## src/rtl/instruction_fetch_pkg.sv

```systemverilog
// Shared fetch-side definitions: default widths and fetch FSM encodings.
// Also used by instruction_memory and the decoder.
package instruction_fetch_pkg;

  localparam int IF_ADDR_W = 8;
  localparam int IF_DATA_W = 16;

  typedef enum logic [1:0] {
    ST_IDLE  = 2'd0,
    ST_RUN   = 2'd1,
    ST_FLUSH = 2'd2
  } fetch_state_e;

endpackage

```

## src/rtl/ifetch_fifo.sv

```systemverilog
// Show-ahead instruction buffer: head is valid whenever count != 0.
// Clear wins over push and pop in the same cycle.
module ifetch_fifo
  import instruction_fetch_pkg::*;
#(
  parameter int W     = IF_DATA_W + IF_ADDR_W,
  parameter int DEPTH = 4
) (
  input  logic                       i_clk,
  input  logic                       i_rst,
  input  logic                       push,
  input  logic [W-1:0]               din,
  input  logic                       pop,
  input  logic                       clear,
  output logic [$clog2(DEPTH):0]     count,
  output logic [W-1:0]               head
);

  localparam int AW = $clog2(DEPTH);

  logic [W-1:0]  mem [DEPTH];
  logic [AW-1:0] rp;
  logic [AW-1:0] wp;

  always_ff @(posedge i_clk or posedge i_rst) begin
    if (i_rst) begin
      rp    <= '0;
      wp    <= '0;
      count <= '0;
      for (int i = 0; i < DEPTH; i++) begin
        mem[i] <= '0;
      end
    end else if (clear) begin
      rp    <= '0;
      wp    <= '0;
      count <= '0;
    end else begin
      if (push) begin
        mem[wp] <= din;
        wp      <= wp + 1'b1;
      end
      if (pop) begin
        rp <= rp + 1'b1;
      end
      unique case ({push, pop})
        2'b10:   count <= count + 1'b1;
        2'b01:   count <= count - 1'b1;
        default: count <= count;
      endcase
    end
  end

  assign head = mem[rp];

endmodule

```

## src/rtl/instruction_fetch.sv

```systemverilog
// Fetch front-end: issues BRAM reads, buffers words, hands them to decode.
// Define IFETCH_STATS_EN to add saturating push/flush counters.
module instruction_fetch
  import instruction_fetch_pkg::*;
#(
  parameter int                ADDR_W     = IF_ADDR_W,
  parameter int                DATA_W     = IF_DATA_W,
  parameter int                FIFO_DEPTH = 4,
  parameter logic [ADDR_W-1:0] RESET_PC   = '0
) (
  input  logic              i_clk,
  input  logic              i_rst,
  input  logic              i_en,
  input  logic              i_jump,
  input  logic [ADDR_W-1:0] i_jump_addr,
  output logic              o_mem_rd,
  output logic [ADDR_W-1:0] o_mem_address,
  input  logic              i_mem_valid,
  input  logic [DATA_W-1:0] i_mem_dout,
  output logic              o_instr_valid,
  output logic [DATA_W-1:0] o_instr,
  output logic [ADDR_W-1:0] o_instr_pc,
  input  logic              i_instr_ready
`ifdef IFETCH_STATS_EN
  ,
  output logic [15:0]       o_fetch_count,
  output logic [15:0]       o_flush_count
`endif
);

  localparam int CW = $clog2(FIFO_DEPTH) + 1;
  localparam int EW = DATA_W + ADDR_W;
  localparam logic [CW:0] DEPTH_L = FIFO_DEPTH[CW:0];

  fetch_state_e      state;
  logic [ADDR_W-1:0] fetch_pc;
  logic [ADDR_W-1:0] rd_pc;
  logic              inflight;
  logic [CW-1:0]     count;
  logic [EW-1:0]     head;
  logic [CW:0]       occ;
  logic              push;
  logic              pop;
  logic              flush_go;

  // Count the outstanding response as occupied so a push always has room.
  assign occ = {1'b0, count} + {{CW{1'b0}}, inflight};
  assign o_mem_rd = (state != ST_IDLE) && (occ < DEPTH_L);
  assign o_mem_address = fetch_pc;

  assign push = i_mem_valid && inflight
             && (state != ST_FLUSH) && !i_jump;
  assign o_instr_valid = (count != '0);
  assign pop = o_instr_valid && i_instr_ready;
  assign {o_instr, o_instr_pc} = head;

  assign flush_go = i_jump && (state != ST_IDLE)
                 && (inflight || o_mem_rd);

  ifetch_fifo #(
    .W     (EW),
    .DEPTH (FIFO_DEPTH)
  ) u_fifo (
    .i_clk (i_clk),
    .i_rst (i_rst),
    .push  (push),
    .din   ({i_mem_dout, rd_pc}),
    .pop   (pop),
    .clear (i_jump),
    .count (count),
    .head  (head)
  );

  always_ff @(posedge i_clk or posedge i_rst) begin
    if (i_rst) begin
      state    <= ST_IDLE;
      fetch_pc <= RESET_PC;
      rd_pc    <= '0;
      inflight <= 1'b0;
    end else begin
      inflight <= o_mem_rd;
      if (o_mem_rd) begin
        rd_pc <= fetch_pc;
      end
      if (i_jump) begin
        fetch_pc <= i_jump_addr;
      end else if (o_mem_rd) begin
        fetch_pc <= fetch_pc + 1'b1;
      end
      unique case (1'b1)
        flush_go:          state <= ST_FLUSH;
        !flush_go && i_en: state <= ST_RUN;
        default:           state <= ST_IDLE;
      endcase
    end
  end

`ifdef IFETCH_STATS_EN
  logic drop;

  assign drop = (count != '0) || inflight || o_mem_rd;

  always_ff @(posedge i_clk or posedge i_rst) begin
    if (i_rst) begin
      o_fetch_count <= '0;
      o_flush_count <= '0;
    end else begin
      if (push && (o_fetch_count != 16'hFFFF)) begin
        o_fetch_count <= o_fetch_count + 16'd1;
      end
      if (i_jump && drop && (o_flush_count != 16'hFFFF)) begin
        o_flush_count <= o_flush_count + 16'd1;
      end
    end
  end
`endif

endmodule

```

## config.mk

```make
export PLATFORM = sky130hd
export DESIGN_NAME = instruction_fetch
export DESIGN_NICKNAME = d
export VERILOG_FILES = /design/src/rtl/instruction_fetch_pkg.sv /design/src/rtl/ifetch_fifo.sv /design/src/rtl/instruction_fetch.sv
export SDC_FILE = /design/constraint.sdc
export NUM_CORES = 1
export LEC_CHECK = 0
export CORE_MARGIN = 2
export CORE_UTILIZATION = 57
export CTS_BUF_LIST = sky130_fd_sc_hd__clkbuf_8 sky130_fd_sc_hd__clkbuf_16
export DETAILED_ROUTE_END_ITERATION = 8
export PLACE_DENSITY = 0.81
export SLEW_MARGIN = 20
export SYNTH_ARGS = -nofsm -noshare
export SYNTH_HDL_FRONTEND = slang
export SYNTH_SLANG_ARGS = --single-unit
```

## constraint.sdc

```tcl
create_clock -name i_clk -period 8.6 [get_ports i_clk]
set_input_delay 1.29 -clock i_clk [delete_from_list [all_inputs] [get_ports i_clk]]
set_output_delay 1.29 -clock i_clk [all_outputs]
set_load 0.02 [all_outputs]
```

==> results of run 1 <==
## flip-flops by register name, indices dropped and copies added, names as in the netlist
name,flops
inflight,1
o_mem_address,8
rd_pc,8
state,2
u_fifo.count,3
u_fifo.mem,96
u_fifo.rp,2
u_fifo.wp,2
## layer usage
metal / wire length [microns] / share of wire
met1: 4710 / 0.44
met2: 5450 / 0.51
met3: 369 / 0.035
met4: 111 / 0.010
met5: 0 / 0
## report_power, final
part	internal, mW	switching, mW	leakage (nW)
registers	0.761	0.157	1.59
logic	0.464	0.319	1.24
clock network	0.475	0.240	0.311
total	1.70	0.716	3.14
## cells by family (layout without fill, tap and decap cells)
group                      after synthesis  count (layout)  synth area share
xor gates and xnor gates                10              10            0.0158
AOI/OAI and AO/OA                       11              11            0.0155
buffers and inverters                   25             101            0.0313
and+or+nand+nor                         42              42            0.0441
muxes                                  136             136             0.329
adders and majority gates                6               6            0.0149
DFF                                    122             122             0.549
## placed cells by master, fill, tap and decap left out, types with 3 or more instances in the layout
cell type          n
nor2b_1            3
mux4_2            24
mux2_2            96
clkinv_2           3
bufinv_16          3
clkbuf_8           6
nand2_4            4
nand2_1            8
dfrtp_1          121
inv_1              6
mux2i_1            4
nor2_1             9
clkbuf_16         16
mux2_4             9
xor2_1             5
o21ai_0            5
mux2_1             3
ha_1               5
nor3_1             3
xnor2_1            5
nand3_1            3
clkdlybuf4s50_1   63
## metrics by stage
step	setup WS [ns]	power [mW]
floorplan	4.07	1.41
global placement	4.60	1.67
detailed placement	4.54	1.71
CTS	4.49	2.44
global route	4.36	2.54
finish	4.54	2.42
## final timing paths
path	cells past startpoint	slack, ns	endpoint
setup / recovery	3	4.54	o_mem_rd
hold / removal	1	0.49	u_fifo.mem[47]
setup reg to reg	7	6.37	u_fifo.count[2]
hold reg to reg	1	0.49	u_fifo.mem[47]
max in group asynchronous	3	6.05	u_fifo.rp[0]
min in group asynchronous	2	1.23	u_fifo.mem[85]
## critical path, cell delays in order, from the launching register on
cell and delay (ns):
dfrtp_1 0.44, o21bai_1 0.27, nor2_1 0.78, clkdlybuf4s50_1 0.77
## cell usage after synthesis
cell type and n:
nand4_1 1, o31ai_4 1, ha_1 5, mux2i_1 4, nor4_1 2, clkbuf_1 2
xnor2_1 5, buf_4 1, and3_2 2, mux2_4 9, or3_1 1, buf_6 9
nand2b_1 2, o21ai_0 5, and4_2 1, fa_1 1, dfrtp_1 122, mux4_2 24
xor2_1 5, nor2b_1 3, mux2_1 3, nand2_1 8, nor3b_1 1, inv_1 4
o21bai_1 1, buf_2 7, nor2_1 9, a22oi_1 1, a311oi_1 1, o221a_2 1
nor3_1 3, and4b_1 1, mux2_2 96, or2b_1 1, buf_1 2, nand3_1 3
nand2_4 4, a21oi_1 1
## area by class of cell
class,instances,area [sq um]
inverter,4,17.5
multi-input combinational,205,2330
timing repair buffer,65,646
tap,133,166
fill,655,2820
clock inverter,10,124
sequential,122,3050
clock buffer,22,483
==> impl_metrics.csv, run 1 <==
group,metric,value,unit
final_layout,diodes,0,
placement,dp.final_hpwl,6510,microns
routing,post-route-drc-count,0,
floorplan,row_count,36,
synthesis,ys_seq_area_frac,0.549,
final_layout,drive_gt1_frac,0.400,
synthesis,yosysTopAreaCell,"dfrtp_1",
cts,holdBufCountCts,0,
setup_path,crit_path_start_kind,"register",
cts,cts_max_level,4,
floorplan,dieHeight,103,microns
sta,drv_slew,0,
routing,ant_nets,0,
floorplan,dieArea,10600,sq um
final_layout,utilization,0.708,
cts,cts.reportedPaths.clkPinSlew,0.06,ns
routing,vias,3124,
cts,cts.sinks,122,
global_routing,grt_pass1_wl,17400,microns
routing,dr.pass1.iters,4,
placement,dp_cells,529,
sta,hold_violations,0,
routing,routed_via_density,5.57,
placement,port_buffers,63,
job,drv_cap,0,
sta,finalSetupTns,0,ns
sta,min_period,4.06,ns
floorplan,initial_core_util,0.577,
global_routing,grt_pass1_vias,3362,
sta,tightest_slew,0.973,ns
setup_path,cp.required,7.31,ns
routing,wl,10600,microns
pwr,irDropWorstVdd,0.169,mV
routing,drt-wirelength-per-cell,19.0,microns
placement,gp_congestion,0.811,
pwr,p_leak,3.14,nW
cts,cts_root_buf,"clkbuf_8",
routing,drt_iter0_markers,132,
final_layout,stdcell_count,561,
sta,maxSlewHeadroom,0.349,
floorplan,core-area,9640,sq um
cts,tritoncts.num_buffers,17,
setup_path,worstPathMaxFanout,12,
global_routing,antenna_found_initial,0,
setup_path,arrival,2.77,ns
floorplan,io_pins,64,
global_routing,grt_max_degree,67,
global_routing,grt_use_met3,0.0651,
placement,place_area,6220,sq um
synthesis,yosys_warnings,0,
setup_path,worstSetupPathType,"reg2out",
synthesis,synth_area_leaders,"dfrtp_1 (55%), mux2_2 (19%), mux4_2 (9.7%), mux2_4 (2.4%), buf_6 (1.8%)",
global_routing,grtUsageMet1,0.301,
final_layout,final_area,6820,sq um
setup_path,cp-end-kind,"output port",
setup_path,r2r-start,"state[0]",
global_routing,met2_usage,0.359,
final_layout,area_growth_syn_to_layout,22.7,%
synthesis,yosysTopAreaCellShare,0.549,
final_layout,layout.nets,451,
sta,clock_skew,0.00850,ns
cts,cts_tree,"built",
hold_path,min_from,"u_fifo.mem[47]",
synthesis,netlist_area,5560,sq um
synthesis,synth_area_per_cell,15.8,sq um
hold_path,hold_class,"reg2reg",
pwr,pwr_density_cell,354,nW/um^2
sta,setup_violations,0,
sta,holdWs,0.489,ns
sta,fmax,246,MHz
cts,cts_buffer_depth,2,
setup_path,critPathLaunch,"u_fifo.count[2]",
sta,grt_setup_unrepaired,"no",
synthesis,ys_ff_latch,122,
global_routing,grtUsageTotal,0.227,
cts,cts.repair.resized,0,
global_routing,busiest_layer,"met2",
global_routing,overflow,0,
sta,fin_crit_sh,0.473,
synthesis,yosysUniqueCellTypes,38,
synthesis,synth_nets,388,
floorplan,dieWidth,103,microns
cts,clock_latency,0.52,ns
synthesis,synthCells,352,
status,status,"finished, final reports clean",
cts,post-cts-setup-buffer-count,0,
(Power assumes the default switching activity.)
==> run 2: changes to the inputs <==
--- a/config.mk
+++ b/config.mk
@@ -6,10 +6,10 @@
 export NUM_CORES = 1
 export LEC_CHECK = 0
 export CORE_MARGIN = 2
-export CORE_UTILIZATION = 57
+export CORE_UTILIZATION = 56
 export CTS_BUF_LIST = sky130_fd_sc_hd__clkbuf_8 sky130_fd_sc_hd__clkbuf_16
 export DETAILED_ROUTE_END_ITERATION = 8
-export PLACE_DENSITY = 0.81
+export PLACE_DENSITY = 0.8
 export SLEW_MARGIN = 20
 export SYNTH_ARGS = -nofsm -noshare
 export SYNTH_HDL_FRONTEND = slang
==> constraint.sdc (replaced) <==
create_clock -name i_clk -period 4.2 [get_ports i_clk]
set_input_delay 0.63 -clock i_clk [delete_from_list [all_inputs] [get_ports i_clk]]
set_output_delay 0.63 -clock i_clk [all_outputs]
set_load 0.02 [all_outputs]
==> impl_metrics.csv, run 2 (same netlist as run 1, synthesis figures left out) <==
group,metric,value,unit
cts,tritoncts.num_buffers,17,
setup_path,cp.required,3.57,ns
cts,clock_latency,0.50,ns
routing,routed_via_density,5.53,
pwr,p_leak,3.11,nW
setup_path,worstPathMaxFanout,26,
global_routing,antenna_found_initial,0,
global_routing,grtUsageMet1,0.273,
pwr,clock_power_share,0.259,
cts,cts_tree,"built",
setup_path,crit_path_start_kind,"register",
setup_path,r2r_cells,7,
global_routing,grt_use_met3,0.0535,
routing,dr.pass1.iters,4,
final_layout,layout.nets,454,
final_layout,mostFrequentLayoutCells,"dfrtp_1 (121), mux2_2 (96), clkdlybuf4s50_1 (63)",
setup_path,worstSetupPathType,"reg2out",
final_layout,num-fill-cells,646,
routing,drt-wirelength-per-cell,18.1,microns
floorplan,io_pins,64,
pwr,irDropWorstVdd,0.336,mV
floorplan,dieHeight,104,microns
hold_path,whs_endpoint,"u_fifo.mem[20]",
sta,clock_skew,0.00345,ns
global_routing,met2_usage,0.330,
cts,cts_root_buf,"clkbuf_8",
pwr,swShare,0.301,
placement,port_buffers,63,
global_routing,grt_max_degree,68,
final_layout,final_area,6740,sq um
setup_path,rr_endpoint,"u_fifo.count[2]",
setup_path,cp-end-kind,"output port",
sta,tightest_slew,0.919,ns
sta,min_period,3.30,ns
routing,ant_nets,0,
cts,cts.repair.resized,0,
final_layout,largest-register,"u_fifo.mem",
cts,cts_max_level,4,
hold_path,min_path_cells,1,
setup_path,r2r_slack,2.00,ns
cts,holdBufCountCts,0,
global_routing,grtUsageTotal,0.204,
final_layout,area_growth_syn_to_layout,21.3,%
sta,maxSlewHeadroom,0.387,
floorplan,row_count,36,
floorplan,dieWidth,104,microns
pwr,intPower,3.27,mW
status,status,"finished, final reports clean",
sta,holdWs,0.497,ns
final_layout,drive_gt1_frac,0.395,
routing,vias,3102,
final_layout,final_common_cell,"dfrtp_1",
sta,drv_slew,0,
routing,drt_iter0_markers,126,
global_routing,overflow,0,
pwr,pwr_density_cell,695,nW/um^2
final_layout,utilization,0.696,
pwr,power.switching,1.41,mW
pwr,power_frac_seq,0.401,
routing,post-route-drc-count,0,
placement,dp.final_hpwl,6310,microns
global_routing,busiest_layer,"met2",
floorplan,dieArea,10700,sq um
cts,post-cts-setup-buffer-count,0,
global_routing,grt_pass1_wl,17000,microns
routing,wl,10200,microns
floorplan,initial_core_util,0.574,
sta,fin_crit_sh,0.785,
placement,place_area,6240,sq um
sta,setup_violations,0,
sta,fmax,303,MHz
sta,fin_ws,0.903,ns
cts,cts_buffer_depth,2,
sta,hold_violations,0,
floorplan,core-area,9680,sq um
setup_path,arrival,2.67,ns
hold_path,hold_class,"reg2reg",
cts,cts.reportedPaths.clkPinSlew,0.05,ns
cts,cts.sinks,122,
global_routing,grt_pass1_vias,3355,
sta,finalSetupTns,0,ns
final_layout,largest_reg_flops,96,
hold_path,min_from,"u_fifo.mem[20]",
placement,place_ws,1.21,ns
job,drv_cap,0,
final_layout,diodes,0,
placement,gp_congestion,0.792,
sta,grt_setup_unrepaired,"no",
pwr,combPwrFrac,0.340,
setup_path,r2r-start,"state[0]",
## run 2: cell count changes in the layout (fill, tap and decap cells not counted), sizes merged
cell / change
clkinvlp: -1
buf: +3
bufinv: -3
clkbuf: -1
inv: +2
## run 2: worst max-delay path by stage
| stage | startpoint | endpoint | slack (ns) |
|---|---|---|---|
| 2_1_floorplan | i_rst | inflight | 0.33 |
| 3_3_place_gp | i_jump | u_fifo.count[2] | 1.26 |
| 3_5_place_dp | i_jump | u_fifo.count[2] | 1.21 |
| 4_1_cts | u_fifo.rp[0] | o_instr_pc[7] | 0.84 |
| 5_1_grt | u_fifo.rp[0] | o_instr_pc[7] | 0.75 |
| 6_report | u_fifo.rp[0] | o_instr_pc[1] | 0.90 |
## run 2: power groups by stage
stage	Combinational [mW]	Sequential (mW)	Clock, mW
floorplan	1.13	1.76	0
global placement	1.57	1.86	0
detailed placement	1.60	1.89	0
CTS	1.61	1.88	1.24
global route	1.69	1.94	1.29
finish	1.59	1.88	1.21
## run 2: worst max-delay path: stages, from the launching register on
cell	delay [ns]
dfrtp_2	0.96
mux4_2	0.62
clkdlybuf4s50_1	0.55
## run 2: area by class of cell
| class | count | area (sq um) | area share |
|---|---|---|---|
| clock buffer | 21 | 469 | 0.0696 |
| tap | 133 | 166 | 0.0247 |
| timing repair buffer | 68 | 668 | 0.0991 |
| sequential | 122 | 3050 | 0.453 |
| multi-input combinational | 205 | 2330 | 0.346 |
| clock inverter | 8 | 33.8 | 0.00501 |
| inverter | 4 | 17.5 | 0.00260 |
## run 2: metrics by stage
| step | total power [mW] | instances |
|---|---|---|
| 2_1_floorplan | 2.89 | 352 |
| 3_3_place_gp | 3.43 | 532 |
| 3_5_place_dp | 3.48 | 532 |
| 4_1_cts | 4.73 | 561 |
| 5_1_grt | 4.92 | 561 |
| 6_report | 4.68 | 561 |
## run 2: routing by layer
layer,vias to the layer above,share of wire
met5,-,0
met4,0,0.0094
met3,6,0.034
met2,60,0.50
met1,1612,0.45
li1,1424,-
